[config.mk]
export PLATFORM = sky130hd
export DESIGN_NAME = ram_arbiter
export DESIGN_NICKNAME = d
export VERILOG_FILES = /design/src/rtl/ram_ctrl_pkg.sv /design/src/rtl/ram_arbiter_rr_pick2.sv /design/src/rtl/ram_arbiter.sv
export SDC_FILE = /design/constraint.sdc
export NUM_CORES = 1
export LEC_CHECK = 0
export CORE_MARGIN = 2
export CORE_UTILIZATION = 41
export CTS_CLUSTER_SIZE = 28
export DETAILED_ROUTE_END_ITERATION = 8
export PLACE_DENSITY = 0.81
export SLEW_MARGIN = 20
export SYNTH_ARGS = -nofsm -noshare
export SYNTH_HDL_FRONTEND = slang
export SYNTH_SLANG_ARGS = --single-unit
[constraint.sdc]
create_clock -name clock -period 6.1 [get_ports clock]
set_input_delay 0.61 -clock clock [delete_from_list [all_inputs] [get_ports clock]]
set_output_delay 0.61 -clock clock [all_outputs]
set_load 0.01 [all_outputs]
[src/rtl/ram_ctrl_pkg.sv]
// Shared definitions for the RAM arbiter: FSM state encoding, access-type
// constants, requester identifiers and a small grant-decoding helper.
package ram_ctrl_pkg;

  typedef enum logic [1:0] {
    ST_IDLE   = 2'd0,
    ST_ACCESS = 2'd1,
    ST_DONE   = 2'd2
  } state_e;

  // RAM access_type values
  localparam logic ACCESS_PLAYER = 1'b0;
  localparam logic ACCESS_CHAIN  = 1'b1;

  // Requester identifiers (0 = transaction unit, 1 = block/hash unit)
  localparam logic REQ_0 = 1'b0;
  localparam logic REQ_1 = 1'b1;

  // Convert a one-hot two-bit grant into the winning requester index.
  function automatic logic winner_idx(input logic [1:0] onehot);
    return onehot[1];
  endfunction

endpackage

[src/rtl/ram_arbiter_rr_pick2.sv]
// Two-way round-robin picker: a sole requester always wins; when both
// request, the one that was not served last wins. Purely combinational.
module rr_pick2
  import ram_ctrl_pkg::*;
(
  input  logic [1:0] req_i,
  input  logic       last_i,
  output logic [1:0] gnt_o
);

  // Select the winner from the request vector and the last-served pointer.
  always_comb begin
    gnt_o = 2'b00;
    case (req_i)
      2'b01:   gnt_o = 2'b01;
      2'b10:   gnt_o = 2'b10;
      2'b11:   gnt_o = (last_i == REQ_1) ? 2'b01 : 2'b10;
      default: gnt_o = 2'b00;
    endcase
  end

endmodule

[src/rtl/ram_arbiter.sv]
// Arbitrates a single-port RAM between two requesters. Each access takes
// three cycles (IDLE sample, ACCESS, DONE). The winner's command is latched
// in IDLE so requester inputs may change freely once the access is in flight.
module ram_arbiter
  import ram_ctrl_pkg::*;
#(
  parameter int DATA_W = 48
) (
  input  logic              clock,
  input  logic              reset,
  input  logic              req0,
  input  logic              req1,
  input  logic              we0,
  input  logic              we1,
  input  logic              sel0,
  input  logic              sel1,
  input  logic [DATA_W-1:0] wdata0,
  input  logic [DATA_W-1:0] wdata1,
  output logic              gnt0,
  output logic              gnt1,
  output logic              done0,
  output logic              done1,
  output logic [DATA_W-1:0] rdata0,
  output logic [DATA_W-1:0] rdata1,
  output logic              ram_access_type,
  output logic              ram_wren,
  output logic [DATA_W-1:0] ram_data_in,
  input  logic [DATA_W-1:0] ram_result
);

  state_e              state_q,     state_d;
  logic                cmd_id_q,    cmd_id_d;
  logic                cmd_we_q,    cmd_we_d;
  logic                cmd_sel_q,   cmd_sel_d;
  logic [DATA_W-1:0]   cmd_wdata_q, cmd_wdata_d;
  logic                last_q,      last_d;
  logic                gnt0_q,      gnt0_d;
  logic                gnt1_q,      gnt1_d;
  logic                done0_q,     done0_d;
  logic                done1_q,     done1_d;
  logic                wren_q,      wren_d;
  logic [DATA_W-1:0]   rdata0_q,    rdata0_d;
  logic [DATA_W-1:0]   rdata1_q,    rdata1_d;
  logic [1:0]          pick;

  rr_pick2 u_pick (
    .req_i  ({req1, req0}),
    .last_i (last_q),
    .gnt_o  (pick)
  );

  // Next-state and next-output logic for the IDLE -> ACCESS -> DONE sequence.
  always_comb begin
    state_d     = state_q;
    cmd_id_d    = cmd_id_q;
    cmd_we_d    = cmd_we_q;
    cmd_sel_d   = cmd_sel_q;
    cmd_wdata_d = cmd_wdata_q;
    last_d      = last_q;
    gnt0_d      = gnt0_q;
    gnt1_d      = gnt1_q;
    done0_d     = 1'b0;
    done1_d     = 1'b0;
    wren_d      = 1'b0;
    rdata0_d    = rdata0_q;
    rdata1_d    = rdata1_q;
    case (state_q)
      ST_IDLE: begin
        if (pick != 2'b00) begin
          state_d  = ST_ACCESS;
          cmd_id_d = winner_idx(pick);
          if (winner_idx(pick) == REQ_1) begin
            cmd_we_d    = we1;
            cmd_sel_d   = sel1;
            cmd_wdata_d = wdata1;
          end else begin
            cmd_we_d    = we0;
            cmd_sel_d   = sel0;
            cmd_wdata_d = wdata0;
          end
          // wren is registered so it is high for exactly the ACCESS cycle
          wren_d = (winner_idx(pick) == REQ_1) ? we1 : we0;
          gnt0_d = pick[0];
          gnt1_d = pick[1];
        end else begin
          state_d = ST_IDLE;
        end
      end
      ST_ACCESS: begin
        state_d = ST_DONE;
        done0_d = (cmd_id_q == REQ_0);
        done1_d = (cmd_id_q == REQ_1);
        if (!cmd_we_q) begin
          if (cmd_id_q == REQ_1) begin
            rdata1_d = ram_result;
          end else begin
            rdata0_d = ram_result;
          end
        end else begin
          rdata0_d = rdata0_q;
          rdata1_d = rdata1_q;
        end
      end
      ST_DONE: begin
        state_d = ST_IDLE;
        gnt0_d  = 1'b0;
        gnt1_d  = 1'b0;
        last_d  = cmd_id_q;
      end
      default: begin
        state_d = ST_IDLE;
        gnt0_d  = 1'b0;
        gnt1_d  = 1'b0;
      end
    endcase
  end

  // State and output registers; reset clears wren asynchronously so an
  // in-flight write is never committed.
  always_ff @(posedge clock or posedge reset) begin
    if (reset) begin
      state_q     <= ST_IDLE;
      cmd_id_q    <= REQ_0;
      cmd_we_q    <= 1'b0;
      cmd_sel_q   <= ACCESS_PLAYER;
      cmd_wdata_q <= {DATA_W{1'b0}};
      last_q      <= REQ_1;
      gnt0_q      <= 1'b0;
      gnt1_q      <= 1'b0;
      done0_q     <= 1'b0;
      done1_q     <= 1'b0;
      wren_q      <= 1'b0;
      rdata0_q    <= {DATA_W{1'b0}};
      rdata1_q    <= {DATA_W{1'b0}};
    end else begin
      state_q     <= state_d;
      cmd_id_q    <= cmd_id_d;
      cmd_we_q    <= cmd_we_d;
      cmd_sel_q   <= cmd_sel_d;
      cmd_wdata_q <= cmd_wdata_d;
      last_q      <= last_d;
      gnt0_q      <= gnt0_d;
      gnt1_q      <= gnt1_d;
      done0_q     <= done0_d;
      done1_q     <= done1_d;
      wren_q      <= wren_d;
      rdata0_q    <= rdata0_d;
      rdata1_q    <= rdata1_d;
    end
  end

  assign gnt0            = gnt0_q;
  assign gnt1            = gnt1_q;
  assign done0           = done0_q;
  assign done1           = done1_q;
  assign rdata0          = rdata0_q;
  assign rdata1          = rdata1_q;
  assign ram_wren        = wren_q;
  assign ram_access_type = cmd_sel_q;
  assign ram_data_in     = cmd_wdata_q;

endmodule

==> results of run 1 <==
metrics by stage:
stage                     std cells  total power [mW]
final                           905              5.44
after global routing            905              5.74
after CTS                       905              5.49
after detailed placement        874              4.44
after global placement          874              4.33
after floorplan                 412              3.07
placed cells by master, fill, tap and decap left out, drive strengths merged:
cell / count
clkbuf: 25
a221o: 50
a22o: 1
clkdlybuf4s50: 301
nor2b: 4
nor4b: 1
a32oi: 1
and3b: 1
o21ai: 1
dfstp: 1
a21boi: 50
a21oi: 2
nor3: 2
clkinv: 4
mux2: 97
nand2: 1
and2: 1
bufinv: 2
inv: 4
dfrtp: 154
nand2b: 2
a22oi: 1
or2: 1
buf: 6
nor2: 4
metal layers:
layer	part of all wire, %	vias up	wire, um
met3	8.7	29	1550
met4	2.0	0	355
met5	0	-	0
met2	51	241	9040
met1	38	2397	6820
li1	-	2123	-
how the worst max path moves through the flow:
stage / cells after the start / to
after floorplan: 1 / cmd_id_q$_DFFE_PP0P_
after global placement: 5 / ram_data_in[1]$_DFFE_PP0P_
after detailed placement: 5 / ram_data_in[11]$_DFFE_PP0P_
after CTS: 5 / ram_data_in[11]$_DFFE_PP0P_
after global routing: 5 / ram_data_in[11]$_DFFE_PP0P_
final: 5 / ram_data_in[11]$_DFFE_PP0P_
worst max-delay path, cell delays in order:
cell             delay [ns]
clkdlybuf4s50_1        0.52
inv_1                  0.09
nor4b_4                0.68
buf_4                  0.50
a221o_1                0.23
cells by family (layout without fill, tap and decap cells):
logic type | Yosys count | in the layout | synth area share (%)
DFF | 155 | 155 | 61.7
AOI/OAI and AO/OA | 106 | 106 | 14.6
muxes | 97 | 97 | 18.6
buffers and inverters | 37 | 342 | 3.14
and+or+nand+nor | 17 | 17 | 2.07
flip-flops by register name, indices dropped and copies added, names as in the netlist, 2 cells and up:
register	flops
rdata1	48
state_q	2
ram_data_in	48
rdata0	48
report_power, final:
part	switching [mW]	leakage [nW]	internal (mW)
registers	0.315	1.87	1.55
clock network	0.390	0.281	0.633
logic	0.990	1.99	1.56
total	1.70	4.15	3.74
area by class of cell:
class / instances / share of cell area, %
repair buffers: 307 / 30.6
well taps: 188 / 2.35
clock inverters: 6 / 0.876
inverters: 4 / 0.200
clock buffers: 25 / 4.85
multi-input cells: 220 / 22.3
flip-flops and latches: 155 / 38.8
==> out/qor.txt, run 1 <==
status: completed
TritonCTS clock tree: yes
Power Density: 544 nW/um2
syn nets: 564
largest net degree at the start of global routing: 111
Synth async-reset ratio: 100%
RSZ-0062 raised after global routing: false
Min-Delay Endpoint: rdata0[38]$_DFFE_PP0P_
Starting DRT DRC Count: 233
layout cell share with drive strength beyond 1: 19.2%
Hold-fix buffers, CTS: 0
GR Layer Usage met3: 8.14%
synth top area cells: dfrtp_1 (61%), mux2_2 (14%), a221o_1 (8.0%), a21boi_0 (6.0%), mux2_4 (4.8%)
final setup vio count: 0
Pleak: 4.15 nW
vias in the first global route: 5,188
port buffer count: 301
area of the multi-input gates: 2230 um2
Placed Area: 9430 um2
Final Core Density: 66.3%
Starting Density: 41.7%
Avg Cell Area, Syn: 15.3 um2
Pre-Repair DR Iteration Count: 4
Synth top area share: 61.3%
drt drc: 0
initial antenna violation count: 0
Max clock buf depth: 2
maximum VDD drop: 0.237 mV
Max Slew Vio Count: 0
Routed Antenna Nets: 0
GRT busiest layer: met2
Ys Warns: 0
global-route met2 utilization: 38.0%
pre-CTS WS: 3.36 ns
clock skew: 0.00911 ns
Final nets: 857
htree depth: 4
TNS Setup: 0 ns
critical path endpoint category: flop
Routed Wire Length: 17,800 um
worst flop-to-flop path endpoint: rdata1[15]$_DFFE_PP0P_
first-pass GRT wire length: 27,600 um
detailed placement HPWL: 12,600 um
shortest period the worst path allows: 2.31 ns
CTS buffer count: 17
hold path startpoint: rdata0[38]$_DFFE_PP0P_
later-pin clock latency in the skew report: 0.42 ns
Worst-Margin Slew: 0.966 ns
Worst Hold Slack: 0.506 ns
Gate Count Post-Synth: 412
synthesized area: 6290 um2
die height: 128 um
crit-path max FO: 39
worst reg2reg path depth: 4
met1 Use GR: 25.3%
Tot GR Track Use: 22.0%
Area Growth Syn to Fin: 59.0%
worst setup margin: 3.79 ns
Die Area: 16,400 um2
cell area after layout: 10,000 um2
cell with the most instances after synthesis: dfrtp_1
area leader, netlist: dfrtp_1
Top FF cell, synth: dfrtp_1
WP data arrival: 2.67 ns
Critical Path RT: 6.45 ns
CTS Sinks: 155
R2R setup slack: 3.99 ns
gpl congestion: 0.815
Ports: 302
number of flops mapped to enable cells by yosys: 0
DR vias: 4,790
vias per cell: 5.29
worst min path class: flop to flop
clock slew at reported path FFs: 0.06 ns
Cell variety after synth: 28
post-synthesis sequential area ratio: 61.7%
num rows: 45
Worst Setup SP: req1
WS Path Type: primary input to flop
Layout fillers: 1,098
diodes inserted: 0
Commonest cells post-synth: dfrtp_1 (154), mux2_2 (77), a21boi_0 (50), a221o_1 (50), mux2_4 (20)
FMAX: 0.432 GHz
Fin. Hold Viols: 0
grt total ovfl: 0
CORE AREA: 15,100 um2
FF+latch count, synth: 155
kind of start point of the critical path: primary input
Max transition margin: 35.6%
Wirelength per Cell: 19.6 um
postcts setup bufs: 0
Final Cycle Share: 37.9%
cell chosen for the clock root: clkbuf_16
hold path depth: 1
CTS resizes: 0
Die X: 128 um
max-capacitance violation count: 0
area taken by flip-flops and latches: 3880 um2
R2R Path Start: state_q[0]$_DFF_PP0_
No activity file was read; power rests on OpenSTA's default activity.
==> run 2, diff against run 1 <==
==> constraint.sdc (replaced) <==
create_clock -name clock -period 2.4 [get_ports clock]
set_input_delay 0.24 -clock clock [delete_from_list [all_inputs] [get_ports clock]]
set_output_delay 0.24 -clock clock [all_outputs]
set_load 0.01 [all_outputs]
==> out/qor.txt, run 2 (synthesis gave the netlist of run 1 again) <==
commonest non-fill, non-tap cell in the layout: clkdlybuf4s50_1 (unchanged)
Ports: 302 (unchanged)
Die X: 128 um (unchanged)
Pre-Repair DR Iteration Count: 4 (unchanged)
TNS Setup: 0 ns (unchanged)
layout cell share with drive strength beyond 1: 20.1% (was 19.2%)
TritonCTS clock tree: yes (unchanged)
postcts setup bufs: 0 (unchanged)
Max Slew Vio Count: 0 (unchanged)
CTS resizes: 0 (unchanged)
CP max-delay cell: dfrtp_1 (was nor4b_4)
Starting DRT DRC Count: 187 (was 233)
commonest cells after routing, fill and taps aside: clkdlybuf4s50_1 (301), dfrtp_1 (154), mux2_2 (77) (unchanged)
die height: 128 um (unchanged)
critical path endpoint category: flop (unchanged)
maximum VDD drop: 0.582 mV (was 0.237 mV)
CORE AREA: 15,100 um2 (unchanged)
shortest period the worst path allows: 1.82 ns
Routed Antenna Nets: 0 (unchanged)
Max transition margin: 44.8% (was 35.6%)
Power Density: 1380 nW/um2 (was 544 nW/um2)
Tot GR Track Use: 21.1% (was 22.0%)
clock skew: 0.00528 ns (was 0.00911 ns)
Final nets: 859 (was 857)
Fin. Hold Viols: 0 (unchanged)
port buffer count: 301 (unchanged)
Max stage delay on crit path: 0.58 ns (was 0.68 ns)
largest net degree at the start of global routing: 94 (was 111)
max-capacitance violation count: 0 (unchanged)
clock slew at reported path FFs: 0.06 ns (about the same)
Wirelength per Cell: 18.9 um (was 19.6 um)
vias per cell: 5.27 (was 5.29)
num rows: 45 (unchanged)
combinational group share of total power: 46.8% (about the same)
CTS Sinks: 155 (unchanged)
WS Path Type: flop to flop (was primary input to flop)
RSZ-0062 raised after global routing: false (unchanged)
CTS buffer count: 17 (unchanged)
Pleak: 4.18 nW (was 4.15 nW)
kind of start point of the critical path: flop (was primary input)
diodes inserted: 0 (unchanged)
Area Growth Syn to Fin: 60.6% (was 59.0%)
htree depth: 4 (unchanged)
Max clock buf depth: 2 (unchanged)
Critical Path RT: 2.70 ns (was 6.45 ns)
sequential power share: 34.0% (was 34.3%)
Sw Ratio: 31.0% (was 31.2%)
Final Cycle Share: 75.8%
cell chosen for the clock root: clkbuf_16 (unchanged)
Starting Density: 41.7% (unchanged)
final setup vio count: 0 (unchanged)
Worst-Margin Slew: 0.828 ns (was 0.966 ns)
Die Area: 16,400 um2 (unchanged)
cell breakdown of the critical path: and3b_1 -> nor2b_4 -> buf_12 -> mux2_2 (was clkdlybuf4s50_1 -> inv_1 -> nor4b_4 -> buf_4 -> a221o_1)
detailed placement HPWL: 12,200 um (was 12,600 um)
vias in the first global route: 4,957 (was 5,188)
gpl congestion: 0.770 (was 0.815)
first-pass GRT wire length: 26,700 um (was 27,600 um)
DR vias: 4,782 (was 4,790)
Routed Wire Length: 17,200 um (was 17,800 um)
initial antenna violation count: 0 (unchanged)
Hold-fix buffers, CTS: 0 (unchanged)
Pwr Total: 13.9 mW (was 5.44 mW)
status: completed (unchanged)
Pint: 9.60 mW (was 3.74 mW)
drt drc: 0 (unchanged)
FMAX: 0.550 GHz
WP data arrival: 2.12 ns (was 2.67 ns)
worst min path class: primary input to async pin (was flop to flop)
crit-path max FO: 48 (was 39)
grt total ovfl: 0 (unchanged)
Clock power frac: 19.2% (was 18.8%)
sw power: 4.32 mW (was 1.70 mW)
later-pin clock latency in the skew report: 0.42 ns (about the same)
## run 2: worst max-delay path: cells and delay by family (launching register included)
family / cells / cell delay, ns
AND/OR/NAND/NOR: 2 / 0.40
multiplexers: 1 / 0.38
buffers and inverters: 1 / 0.28
flip-flops: 1 / 0.58
## run 2: final timing paths
| check | start | end | slack (ns) | cells after the start |
|---|---|---|---|---|
| worst max-delay path | state_q[0]$_DFF_PP0_ | rdata1[30]$_DFFE_PP0P_ | 0.58 | 4 |
| worst min-delay path | reset | rdata1[27]$_DFFE_PP0P_ | 0.35 | 3 |
| worst max register to register | state_q[0]$_DFF_PP0_ | rdata1[30]$_DFFE_PP0P_ | 0.58 | 4 |
| worst min register to register | rdata0[37]$_DFFE_PP0P_ | rdata0[37]$_DFFE_PP0P_ | 0.50 | 1 |
| max in group asynchronous | reset | rdata0[38]$_DFFE_PP0P_ | 1.63 | 3 |
| min in group clock | wdata1[32] | ram_data_in[32]$_DFFE_PP0P_ | 0.43 | 2 |
## run 2: cell type report
type | instances | area (um2)
multi-input combinational | 220 | 2230
sequential | 155 | 3880
clock buffer | 22 | 484
tap | 188 | 235
clock inverter | 10 | 113
timing repair buffer | 309 | 3140
fill | 1007 | 4990
inverter | 4 | 18.8
## run 2: per-stage QoR
step | hold slack (ns) | cell area (um2) | std cells | utilization, % | setup slack (ns)
finish | 0.345 | 10100 | 908 | 66.9 | 0.581
global route | 0.348 | 10100 | 908 | 66.9 | 0.490
CTS | 0.345 | 10100 | 908 | 66.9 | 0.571
detailed placement | 0.494 | 9500 | 876 | 63.0 | 0.260
global placement | 0.488 | 9500 | 876 | 63.0 | 0.333
floorplan | 0.373 | 6290 | 412 | - | 0.202
## run 2: power groups by stage
stage	combinational (mW)	clock, mW	sequential [mW]
global route	6.88	2.86	4.90
detailed placement	6.53	0	4.76
CTS	6.56	2.75	4.75
floorplan	2.60	0	5.20
global placement	6.37	0	4.69
finish	6.51	2.68	4.73
## run 2: metal layers
layer	part of all wire, %	wire length (um)	up-vias	GRT usage (%)
li1	-	-	2142	-
met5	0	0	-	0
met4	2.0	348	0	7.18
met1	41	7030	2390	25.2
met3	8.1	1400	30	7.80
met2	49	8420	220	35.3
